===== config.mk =====
export PLATFORM = sky130hd
export DESIGN_NAME = wrr_read_scheduler
export DESIGN_NICKNAME = d
export VERILOG_FILES = /design/src/rtl/wrr_read_scheduler.sv
export SDC_FILE = /design/constraint.sdc
export NUM_CORES = 1
export LEC_CHECK = 0
export BUFFER_PORTS_ARGS = -buffer_cell sky130_fd_sc_hd__buf_4
export CAP_MARGIN = 20
export CORE_ASPECT_RATIO = 1.1
export CORE_UTILIZATION = 30
export CTS_BUF_LIST = sky130_fd_sc_hd__clkbuf_8
export CTS_CLUSTER_SIZE = 12
export DETAILED_ROUTE_END_ITERATION = 10
export PLACE_DENSITY = 0.57
export SLEW_MARGIN = 20
export SYNTH_ARGS = -nofsm -noshare
export SYNTH_HDL_FRONTEND = slang
export SYNTH_SLANG_ARGS = --single-unit

===== constraint.sdc =====
create_clock -name clk -period 2 [get_ports clk]
set_input_delay 0.3 -clock clk [delete_from_list [all_inputs] [get_ports clk]]
set_output_delay 0.3 -clock clk [all_outputs]
set_load 0.05 [all_outputs]

===== src/rtl/wrr_read_scheduler.sv =====
// QoS read sequencer: steers ingress words into the per-VC FIFOs and drains them into the
// output FIFO by weighted round robin, each VC spending up to its weight in reads per turn.
module wrr_read_scheduler #(
  parameter int QUEUE_QUANTITY = 4,
  parameter int MAX_WEIGHT     = 64
) (
  input  logic                                        clk,
  input  logic                                        rst,
  input  logic                                        enb,
  input  logic                                        iniciar,
  input  logic                                        data_valid,
  input  logic [((QUEUE_QUANTITY>1)?$clog2(QUEUE_QUANTITY):1)-1:0] vc_id,
  input  logic [QUEUE_QUANTITY*$clog2(MAX_WEIGHT)-1:0] pesos,
  input  logic [QUEUE_QUANTITY-1:0]                   buf_full,
  input  logic [QUEUE_QUANTITY-1:0]                   buf_empty,
  input  logic                                        out_almost_full,
  output logic [QUEUE_QUANTITY-1:0]                   wr_en,
  output logic [QUEUE_QUANTITY-1:0]                   rd_en,
  output logic                                        out_wr_en,
  output logic [((QUEUE_QUANTITY>1)?$clog2(QUEUE_QUANTITY):1)-1:0] selector,
  output logic [QUEUE_QUANTITY-1:0]                   drop_err,
  output logic                                        idle
);
  localparam int Q  = QUEUE_QUANTITY;
  localparam int CW = $clog2(MAX_WEIGHT);
  localparam int IW = (Q > 1) ? $clog2(Q) : 1;

  typedef enum logic [2:0] {S_IDLE, S_LOAD, S_ISSUE, S_WAIT, S_NEXT} state_t;

  state_t          state_q, state_d;
  logic [IW-1:0]   ptr_q, ptr_d, nxt_ptr;
  logic [CW-1:0]   credit_q, credit_d;
  logic [Q-1:0]    rd_en_d, rd_en_p0;
  logic            out_wr_en_p1;
  logic [IW-1:0]   selector_p1;
  logic [Q-1:0]    drop_d, drop_err_q;
  logic            eligible;

  function automatic logic [CW-1:0] weight_of(input logic [IW-1:0] idx);
    return pesos[idx*CW +: CW];
  endfunction

  // Ingress steering: combinational write enable, registered drop pulse
  always_comb begin
    wr_en  = '0;
    drop_d = '0;
    if (enb && data_valid && (state_q != S_IDLE)) begin
      if (buf_full[vc_id]) drop_d[vc_id] = 1'b1;
      else                 wr_en[vc_id]  = 1'b1;
    end
  end

  assign nxt_ptr  = ptr_q + IW'(1);
  assign eligible = !buf_empty[ptr_q] && (credit_q != '0);

  always_comb begin
    state_d  = state_q;
    ptr_d    = ptr_q;
    credit_d = credit_q;
    rd_en_d  = '0;
    case (state_q)
      S_IDLE:  if (iniciar) state_d = S_LOAD;
      S_LOAD: begin
        ptr_d    = '0;
        credit_d = weight_of('0);
        state_d  = S_ISSUE;
      end
      S_ISSUE: begin
        if (eligible && !out_almost_full) begin
          rd_en_d  = Q'(1) << ptr_q;
          credit_d = credit_q - CW'(1);
          state_d  = S_WAIT;
        end else if (!eligible) begin
          state_d  = S_NEXT;
        end
      end
      // Empty flag of the VC just read is only trustworthy one cycle later
      S_WAIT:  state_d = (credit_q != '0) ? S_ISSUE : S_NEXT;
      S_NEXT: begin
        ptr_d    = nxt_ptr;
        credit_d = weight_of(nxt_ptr);
        state_d  = S_ISSUE;
      end
      default: state_d = S_IDLE;
    endcase
    if (iniciar && (state_q != S_IDLE)) begin
      state_d  = S_LOAD;
      ptr_d    = ptr_q;
      credit_d = credit_q;
      rd_en_d  = '0;
    end
  end

  // Stage p0: read issue; stage p1: output FIFO write one cycle behind the read
  always_ff @(posedge clk or negedge rst) begin
    if (!rst) begin
      state_q      <= S_IDLE;
      ptr_q        <= '0;
      credit_q     <= '0;
      rd_en_p0     <= '0;
      out_wr_en_p1 <= 1'b0;
      selector_p1  <= '0;
    end else if (enb) begin
      state_q      <= state_d;
      ptr_q        <= ptr_d;
      credit_q     <= credit_d;
      rd_en_p0     <= rd_en_d;
      out_wr_en_p1 <= |rd_en_p0;
      if (|rd_en_p0) selector_p1 <= ptr_q;
    end
  end

  always_ff @(posedge clk or negedge rst) begin
    if (!rst) drop_err_q <= '0;
    else      drop_err_q <= drop_d;
  end

  // Frozen pipeline contents are held but not presented while enb is low
  assign rd_en     = enb ? rd_en_p0 : '0;
  assign out_wr_en = enb & out_wr_en_p1;
  assign selector  = selector_p1;
  assign drop_err  = drop_err_q;
  assign idle      = ((state_q == S_ISSUE) || (state_q == S_WAIT) || (state_q == S_NEXT)) &&
                     (&buf_empty) && !(|rd_en_p0) && !out_wr_en_p1;

endmodule


# After elaboration in Yosys (flattened, before gate mapping)
# Cells that the tools add are included.
# W data, S select, Z words.
[totals]
regBits = 22
in_bits = 40
output_inout_bits = 16
word_cells = 74
[classes]
n_addsub = 2
n_mul = 1
n_lt_le_gt_ge = 3
eq_ne = 7
shifts = 2
n_mux = 23
bitwise_logic = 2
reduce_logical = 27
[op_table]
columns = ["op", "n"]
rows = [
  ["$mux W4", 8],
  ["$shiftx A24 B6 Y6", 1],
  ["$pmux W6 S3", 1],
  ["$mux W3", 5],
  ["$pmux W3 S4", 1],
  ["$logic_and A1 B1 Y1", 9],
  ["$reduce_and A4 Y1", 2],
  ["$eq A3 B2 Y1 const B", 2],
  ["$lt A2 B3 Y1 const B", 2],
  ["$mux W6", 1],
  ["$reduce_and A3 Y1", 2],
  ["$reduce_bool A3 Y1", 2],
  ["$reduce_bool A6 Y1", 1],
  ["$sub A6 B1 Y6 const B", 1],
  ["$bmux W1 S2", 2],
  ["$logic_not A1 Y1", 4],
  ["$mul A2 B2 Y4 const B", 1],
  ["$ne A4 B4 Y1 const B", 1],
  ["$pmux W2 S2", 1],
  ["$reduce_or A4 Y1", 1],
  ["$shl A1 B2 Y4 const A", 1],
  ["$eq A3 B1 Y1 const B", 1],
  ["$eq A3 B3 Y1 const B", 1],
  ["$logic_not A3 Y1", 1],
  ["12 further kinds", 15],
]

# Longest topological paths before layout
# Gate-level depths: netlist (run 1).
[depth]
depth_word = 8
depth_mapped = 8

# Worst setup path before layout (run 1)
# No wires, ideal clock.
[synth_timing]
path_type = "reg2out"
startpoint = "reg state_q[1]"
endpoint = "out wr_en[2]"
arrival_time_ns = 2.465
path_slack_ns = -0.765
stages_incl_launch_ff = 6
path_buffers = 1
cell_sequence = "dfrtp_1 > buf_4 > inv_1 > nand3_1 > nand3_1 > nor4b_1"
[synth_via]
elab_chain_len = 3
[synth_rtl]
columns = ["element", "line", "source"]
rows = [
  ["from (decl)", "30", "state_t state_q, state_d;"],
  ["from (signal assigned)", "104", "state_q <= state_d;"],
  ["$reduce_bool A3 Y1", "47", "if (enb && data_valid && (state_q != S_IDLE)) begin"],
  ["$logic_and A1 B1 Y1", "47", ""],
  ["$mux W4", "47", ""],
  ["to (decl)", "17", "output logic [QUEUE_QUANTITY-1:0] wr_en,"],
]
# No other way between the ends.

# Final worst setup path (run 1)
[layout_timing]
startpoint = "reg state_q[1]"
endpoint = "out wr_en[3]"
# The elaborated chain is that of the path after synthesis.

==> impl_metrics.csv, run 1 <==
group,metric,value,unit
detailed_routing,viasPerCell,5.03,
detailed_routing,vias,1630,
timing,setup_viol,0,
placed_design,dp_hpwl,3.43,mm
timing,clock.fmax,522,MHz
setup_path,reg2reg_slack,0.10,ns
pwr,leakagePower,1.05,nW
pwr,pwr-share-comb,56.2,%
pwr,switching_share,41.7,%
floorplan,dieArea,5850,sq um
timing,tightest_slew,0.338,ns
setup_path,r2r_start,"credit_q[0]",
setup_path,timing.rr.end,"credit_q[2]",
floorplan,die_x,73.0,um
worst_hold_path,hold_class,"in -> reg",
worst_hold_path,whs_endpoint,"drop_err[2]",
floorplan,die_y,80.1,um
timing,skew,0.00311,ns
setup_path,cp-end-kind,"output port",
layout,finalNonFillerCells,324,
cts,htree_num_levels,1,
detailed_routing,ant_nets,0,
placed_design,dpl_worst_slack,0.00201,ns
yosys,yosysSeqAreaShare,33.1,%
cts,cts_tree,"yes",
cts,cts_sinks,22,
cts,numCtsBuffers,3,
pwr,p_seq_share,26.6,%
yosys,synth_cells,183,
timing,hold_viol,0,
grt,grt_remaining_overflow,0,
cts,cts_buffer_depth,2,
setup_path,crit_type,"reg -> out",
timing,min_period,1.92,ns
placed_design,routabilityCongestion,0.834,
floorplan,placementRows,28,
layout,multi_input_area,1090,sq um
worst_hold_path,hold_start,"vc_id[0]",
detailed_routing,drc_errors,0,
layout,diodes,0,
grt,antenna_found_initial,0,
detailed_routing,wl_per_cell,14.3,um
yosys,ys_warn_count,0,
placed_design,numPortBuffers,55,
grt,grt_max_degree,23,
layout,area_delta_synth_final,43.6,%
timing,rsz0062_at_grt,"no",
pwr,powerDensity,1080,nW/um^2
yosys,synth_seq_cells,22,
layout,layout_common_cells,"buf_4, dfrtp_1, nand2_1",
layout,final_common_cell,"buf_4",
timing,slew_viol_final,0,
setup_path,path_max_fanout,8,
detailed_routing,initialDrtViolationCount,88,
worst_hold_path,min_path_cells,2,
cts,clkTransAtPathRegs,0.09,ns
layout,fillCellCount,555,
layout,drive_above_1_share,39.8,%
setup_path,r2r_cells,7,
yosys,synthesis.nets,228,
layout,nets,295,
yosys,synth_area,1660,sq um
yosys,synth_enable_flop_cells,0,
floorplan,io-pin-count,56,
grt,grt_pass1_vias,1532,
yosys,syn_area_per_cell,9.09,sq um
pwr,power.internal,0.00150,W
run,cap_violations,0,
timing,fin_ws,0.0842,ns
run_status,outcome,"finished clean",
setup_path,required,1.70,ns
grt,grt_pass1_wl,7.36,mm
layout,seq_area,551,sq um
detailed_routing,drtPass1Iterations,4,
floorplan,start_util,31.0,%
setup_path,start_kind,"register",
placed_design,dp_cells,317,
floorplan,coreArea,5360,sq um
setup_path,arrival,1.62,ns
pwr,ir_worst_vdd,0.386,mV
cts,cts_root_buffer,"clkbuf_8",
pwr,p_switching,0.00107,W
yosys,yosysUniqueCellTypes,47,
cts,worst_skew_pair.late_latency,0.27,ns
detailed_routing,wl,4.62,mm
timing,max_slew_margin,77.4,%
grt,track_usage,16.4,%
yosys,ys.flop_type,"dfrtp_1",
yosys,async_reset_ff_share,100,%
pwr,p_clk_share,17.2,%
timing,fin_crit_sh,95.8,%
-- layer usage --
layer	track usage (%)	share of wire, %
met1	21.9	46
met2	27.8	50
met3	0.878	2.6
met4	5.88	1.6
met5	0	0
-- Yosys cell counts (all sizes together) (5+ instances only) --
master,n,share of area [%]
dfrtp,22,33
nand2,19,4.3
o21ai,17,5.8
inv,14,3.2
a21oi,9,2.9
nor2,9,2.2
mux2i,7,4.2
nor3,7,2.1
and2,6,2.3
nand3,6,1.8
nor4,6,3.2
a22oi,5,2.6
clkbuf,5,1.1
ha,5,3.8
mux4,5,6.8
-- power by group through the flow --
stage	clock network [W]	logic, W	registers (W)
floorplan	0	0.000925	0.000711
global placement	0	0.00139	0.000688
detailed placement	0	0.00140	0.000691
CTS	0.000447	0.00143	0.000681
global route	0.000454	0.00159	0.000701
finish	0.000441	0.00145	0.000684
-- sequential cells by signal (all words and copies together) (netlist names) --
name / flops
selector: 2
ptr_q: 2
drop_err: 4
credit_q: 6
state_q: 3
rd_en_p0: 4
out_wr_en_p1: 1
-- worst max-delay path, stage by stage, from the launching register on --
cell and delay [ns]:
dfrtp_1 0.42, inv_1 0.15, nand3_2 0.14, nand3_4 0.14
nor4b_2 0.25, buf_4 0.24
-- through the flow --
step | total power [W] | TNS (ns) | hold slack (ns) | util [%] | area (sq um)
5_1_grt | 0.00275 | 0 | 0.242 | 44.6 | 2390
3_5_place_dp | 0.00209 | 0 | 0.216 | 42.2 | 2260
2_1_floorplan | 0.00164 | -0.401 | 0.00441 | - | 1690
3_3_place_gp | 0.00208 | 0 | 0.217 | 42.2 | 2260
6_report | 0.00257 | 0 | 0.233 | 44.6 | 2390
4_1_cts | 0.00256 | 0 | 0.227 | 44.1 | 2360
-- layout make-up --
type	instances	area share, %
Inverter	14	2.20
Sequential cell	22	23.0
Timing Repair Buffer	69	22.3
Clock buffer	3	1.73
Multi-Input combinational cell	140	45.5
Tap cell	75	3.93
Clock inverter	1	1.26
-- worst max path at each step --
| stage | start | endpoint | slack (ns) | cells past startpoint |
|---|---|---|---|---|
| CTS | credit_q[0] | credit_q[2] | 0.004 | 7 |
| detailed placement | credit_q[0] | credit_q[2] | 0.002 | 7 |
| global placement | credit_q[0] | credit_q[4] | 0.004 | 7 |
| finish | state_q[1] | wr_en[3] | 0.08 | 5 |
| global route | credit_q[0] | credit_q[2] | 0.01 | 7 |
| floorplan | state_q[1] | wr_en[2] | -0.13 | 5 |
-- cell families (layout without fill, tap and decap cells) --
family,after synthesis,count (layout),synth area share [%]
adders and majority gates,5,5,3.76
xor gates and xnor gates,1,1,0.526
buffers and inverters,21,87,5.04
and+or+nand+nor,70,70,23.7
muxes,16,16,13.7
AOI/OAI and AO/OA,48,48,20.2
DFF,22,22,33.1
-- repair_timing --
item                                    in CTS  in global routing
endpoints found under the setup margin       6                 11
cloned                                       0                  0
buffers inserted                             2                  0
hold buffers                                 1                  0
resized for setup                            2                  5
hold endpoints to repair                    22                  0
pin swaps                                    2                  1
Power figures use the tool's default switching activity.
==> run 2: changes to the inputs <==
- CORE_MARGIN: default -> 10
==> run 2 against run 1 <==
Global-route usage decreased by 4.4 points; final cell count increased by 0.62%; critical path depth unchanged; highest routed layer unchanged; clock power about the same; sequential power decreased by 2.9%; non-clock buffer count increased by 2; setup slack got worse by 0.059 ns; maximum frequency decreased by 3.0%; combinational power about the same.
==> impl_metrics.csv, run 2 (synthesis results as in run 1) <==
group,metric,value,unit
run_status,outcome,"finished clean",
setup_path,crit_start,"state_q[1]",
placed_design,dp_hpwl,4.15,mm
setup_path,slowest_stage,"dfrtp_1",
detailed_routing,wl,5.34,mm
layout,drive_above_1_share,39.4,%
placed_design,dpl_worst_slack,0.113,ns
grt,grt_remaining_overflow,0,
worst_hold_path,hold_start,"vc_id[1]",
detailed_routing,wl_per_cell,16.4,um
setup_path,crit_family,"simple AND/OR/NAND/NOR gates",
run,cap_violations,0,
detailed_routing,viasPerCell,5.16,
setup_path,r2r_start,"ptr_q[1]",
layout,largest_reg_flops,6,
timing,fin_crit_sh,98.7,%
timing,hold_viol,0,
cts,cts_sinks,22,
detailed_routing,ant_nets,0,
setup_path,crit_type,"reg -> out",
placed_design,placed_area,2250,sq um
detailed_routing,drc_errors,0,
layout,diodes,0,
timing,clock.fmax,506,MHz
floorplan,start_util,30.8,%
setup_path,critical_path.max_stage_delay,0.43,ns
floorplan,coreArea,5400,sq um
pwr,leakagePower,1.06,nW
timing,skew,0.00384,ns
cts,htree_num_levels,1,
grt,track_usage,12.0,%
floorplan,die_x,91.0,um
timing,fin_ws,0.0252,ns
timing,setup_viol,0,
cts,numCtsBuffers,3,
setup_path,cp-end-kind,"output port",
detailed_routing,drtPass1Iterations,4,
timing,tightest_slew,0.402,ns
detailed_routing,vias,1681,
floorplan,dieArea,8930,sq um
detailed_routing,initialDrtViolationCount,115,
placed_design,dp_cells,318,
cts,cts_tree,"yes",
placed_design,routabilityCongestion,0.786,
pwr,ir_worst_vdd,0.399,mV
layout,area_delta_synth_final,44.2,%
grt,grt_pass1_vias,1827,
timing,min_period,1.97,ns
setup_path,path_max_fanout,8,
floorplan,placementRows,28,
cts,cts_buffer_depth,2,
floorplan,io-pin-count,56,
timing,rsz0062_at_grt,"yes",
setup_path,start_kind,"register",
setup_path,required,1.70,ns
layout,regMostFlops,"credit_q",
setup_path,arrival,1.67,ns
layout,fin_area,2400,sq um
timing,slew_viol_final,0,
cts,worst_skew_pair.late_latency,0.28,ns
layout,nets,297,
worst_hold_path,hold_class,"in -> reg",
grt,antenna_found_initial,0,
layout,final_util,44.5,%
cts,cts_root_buffer,"clkbuf_8",
timing,whs,0.227,ns
grt,grt_pass1_wl,8.83,mm
layout,layout_common_cells,"buf_4, dfrtp_1, nand2_1",
placed_design,numPortBuffers,55,
pwr,powerDensity,1080,nW/um^2
floorplan,die_y,98.1,um
setup_path,crit_buf_inv,2,
timing,max_slew_margin,73.2,%
layout,final_common_cell,"buf_4",
cts,clkTransAtPathRegs,0.09,ns
grt,grt_max_degree,23,
setup_path,path_cells,"inv_1 > nand3_1 > nand3_4 > nor4b_2 > buf_4",
layout,fillCellCount,569,
layout,finalNonFillerCells,326,
-- run 2: cell types whose count changed in the layout (fill, tap and decap cells not counted), sizes merged --
cell  previous run  this run
buf             68        70
-- run 2: per-layer routing --
metal / track usage (%) / routed length, um
met5: 0 / 0
met4: 4.95 / 101
met3: 3.45 / 344
met2: 20.7 / 2670
met1: 13.6 / 2230
-- run 2: stage by stage --
stage	power (W)	setup TNS (ns)
3_3_place_gp	0.00207	0
5_1_grt	0.00279	-0.108
3_5_place_dp	0.00207	0
4_1_cts	0.00255	0
6_report	0.00259	0
2_1_floorplan	0.00164	-0.401
-- run 2: area by class of cell --
| type | count | area [sq um] | area share, % |
|---|---|---|---|
| Inverter | 14 | 52.6 | 2.19 |
| Sequential cell | 22 | 551 | 22.9 |
| Tap cell | 75 | 93.8 | 3.91 |
| Clock buffer | 3 | 41.3 | 1.72 |
| Multi-Input combinational cell | 140 | 1100 | 45.7 |
| Timing Repair Buffer | 71 | 536 | 22.3 |
| Clock inverter | 1 | 30.0 | 1.25 |
-- run 2: final timing paths --
| kind | cells past startpoint | slack [ns] | to |
|---|---|---|---|
| min reg2reg | 2 | 0.50 | selector[0] |
| max reg2reg | 6 | 0.12 | credit_q[2] |
| max | 5 | 0.03 | wr_en[2] |
| min | 2 | 0.23 | drop_err[0] |
| min in group asynchronous | 2 | 0.45 | rd_en_p0[0] |
| max in group asynchronous | 2 | 1.32 | credit_q[4] |
-- run 2: what timing repair did --
item,4_1_cts,5_1_grt
pin swaps,0,3
setup buffers,1,2
hold buffers,1,0
gates resized for setup,3,4
cloned,0,0
hold endpoints to repair,22,0
endpoints found under the setup margin,5,8
-- run 2: worst reg2reg max path, cell delays in order, from the launching register on --
cell and delay, ns:
dfrtp_1 0.36, inv_1 0.07, ha_1 0.53, mux4_2 0.36, o22ai_1 0.16, nor2_1 0.06, mux2_2 0.25
-- run 2: power breakdown --
part	switching, W	internal (W)
Sequential	0.000111	0.000553
Combinational	0.000802	0.000680
Clock	0.000172	0.000269
Total	0.00108	0.00150
==> run 3: changes to the inputs <==
- PLACE_DENSITY: 0.57 -> 0.55
- clock period: 2 -> 1.9 ns (I/O delays scaled with it)
==> run 3 against run 2 <==
Clock skew grew 0.0011 ns; register-to-register slack worse by 0.05 ns; sequential share of layout area shrank 0.24 points; wire length down 2.1%; via count decreased by 0.30%; global-route usage fell by 0.82 points; cell area is 1.3% higher; first-iteration DRC count decreased by 24%; highest routed layer unchanged.
==> impl_metrics.csv, run 3 (synthesis results as in run 1) <==
group,metric,value,unit
layout,layout_common_cells,"buf_4, dfrtp_1, nand2_1",
placed_design,dp_cells,323,
layout,regMostFlops,"credit_q",
timing,whs,0.224,ns
cts,clkTransAtPathRegs,0.09,ns
timing,clock.fmax,540,MHz
timing,tightest_slew,0.379,ns
pwr,pwr-share-comb,61.2,%
layout,diodes,0,
cts,cts_buffer_depth,2,
layout,largest_reg_flops,6,
grt,grt_remaining_overflow,0,
pwr,power.internal,0.00156,W
detailed_routing,drc_errors,0,
cts,cts_root_buffer,"clkbuf_8",
detailed_routing,wl_per_cell,15.7,um
setup_path,path_max_fanout,8,
detailed_routing,vias,1676,
cts,cts_tree,"yes",
pwr,ir_worst_vdd,0.464,mV
floorplan,die_x,91.0,um
timing,slew_viol_final,0,
worst_hold_path,hold_class,"in -> reg",
floorplan,start_util,30.8,%
setup_path,cp-end-kind,"output port",
layout,finalNonFillerCells,333,
timing,min_period,1.85,ns
detailed_routing,drtPass1Iterations,4,
setup_path,crit_family,"buffers and inverters",
layout,area_delta_synth_final,46.1,%
placed_design,numPortBuffers,55,
pwr,switching_share,42.5,%
timing,fin_crit_sh,97.4,%
detailed_routing,viasPerCell,5.03,
placed_design,dp_hpwl,4.09,mm
cts,htree_num_levels,1,
cts,worst_skew_pair.late_latency,0.27,ns
placed_design,routabilityCongestion,0.814,
floorplan,dieArea,8930,sq um
timing,hold_viol,0,
setup_path,required,1.62,ns
floorplan,placementRows,28,
setup_path,critical_path.max_stage_delay,0.38,ns
floorplan,coreArea,5400,sq um
detailed_routing,wl,5.23,mm
layout,nets,304,
timing,rsz0062_at_grt,"yes",
detailed_routing,met3_length,315,um
pwr,p_switching,0.00115,W
grt,grt_pass1_wl,8.39,mm
pwr,leakagePower,1.08,nW
detailed_routing,met2_length,2.51,mm
cts,cts_sinks,22,
layout,drive_above_1_share,43.4,%
layout,multi_input_area,1090,sq um
layout,seq_area,552,sq um
detailed_routing,met1Wirelength,2.33,mm
detailed_routing,highest_layer,"met4",
pwr,p_seq_share,25.8,%
setup_path,slowest_stage,"dfrtp_2",
detailed_routing,initialDrtViolationCount,87,
layout,final_common_cell,"buf_4",
run_status,outcome,"finished clean",
grt,grt_pass1_vias,1767,
timing,skew,0.00496,ns
pwr,powerDensity,1120,nW/um^2
layout,final_util,45.1,%
floorplan,die_y,98.1,um
setup_path,crit_type,"reg -> out",
run,cap_violations,0,
grt,antenna_found_initial,0,
setup_path,start_kind,"register",
timing,setup_viol,0,
setup_path,crit_buf_inv,3,
setup_path,critical_path.most_common_cell,"buf_4",
timing,max_slew_margin,74.5,%
cts,numCtsBuffers,3,
timing,fin_setup_tns,0,ns
setup_path,path_cells,"inv_1 > nand3_2 > nand3_1 > buf_4 > nor4b_2 > buf_4",
layout,fillCellCount,553,
setup_path,arrival,1.57,ns
pwr,p_clk_share,13.1,%
floorplan,io-pin-count,56,
grt,grt_max_degree,23,
grt,track_usage,11.2,%
detailed_routing,ant_nets,0,
==> run 3: per-stage QoR <==
| step | total power, W | instance area (sq um) | setup WS (ns) |
|---|---|---|---|
| final | 0.00271 | 2430 | 0.0493 |
| after CTS | 0.00262 | 2380 | 0.00956 |
| after global routing | 0.00289 | 2430 | -0.0161 |
| after detailed placement | 0.00222 | 2300 | 0.0237 |
| after floorplan | 0.00173 | 1690 | -0.218 |
| after global placement | 0.00223 | 2300 | 0.0644 |
==> run 3: final cells by class <==
cell class / instances / area share [%]
Multi-Input combinational cell: 140 / 44.8
Timing Repair Buffer: 78 / 24.2
Sequential cell: 22 / 22.7
Tap cell: 75 / 3.86
Clock buffer: 4 / 2.26
Inverter: 14 / 2.16
==> run 3: worst reg2reg max path: stages (launching register included) <==
cell and delay, ns:
dfrtp_1 0.42, inv_2 0.10, ha_4 0.15, nand2b_4 0.07, nor4_4 0.29, nor2_2 0.10, o21ai_4 0.24, mux2_2 0.36
==> run 3: what timing repair did <==
| action | in CTS | in global routing |
|---|---|---|
| setup buffers | 2 | 3 |
| gates resized for setup | 2 | 8 |
| endpoints found under the hold margin | 22 | 0 |
| hold buffers | 1 | 0 |
| pin swaps | 0 | 1 |
| endpoints found under the setup margin | 4 | 12 |
==> run 3: final timing paths <==
kind / start / to / slack, ns / cells after the start
setup / recovery: state_q[0] / wr_en[3] / 0.05 / 6
hold / removal: vc_id[0] / drop_err[2] / 0.22 / 2
setup reg to reg: credit_q[0] / credit_q[4] / 0.07 / 7
hold reg to reg: selector[0] / selector[0] / 0.49 / 2
max in group asynchronous: rst / state_q[0] / 1.21 / 2
min in group asynchronous: rst / state_q[1] / 0.45 / 2
==> run 3: metal layers <==
layer | vias up | GRT usage (%)
li1 | 822 | -
met1 | 794 | 13.2
met2 | 53 | 18.7
met3 | 7 | 3.52
met4 | 0 | 3.98
met5 | - | 0
==> run 3: power by group through the flow <==
| stage | Clock, W | Sequential (W) | Combinational [W] |
|---|---|---|---|
| after floorplan | 0 | 0.000748 | 0.000979 |
| after global placement | 0 | 0.000714 | 0.00151 |
| after detailed placement | 0 | 0.000718 | 0.00150 |
| after CTS | 0.000361 | 0.000694 | 0.00156 |
| after global routing | 0.000377 | 0.000716 | 0.00180 |
| final | 0.000354 | 0.000699 | 0.00166 |
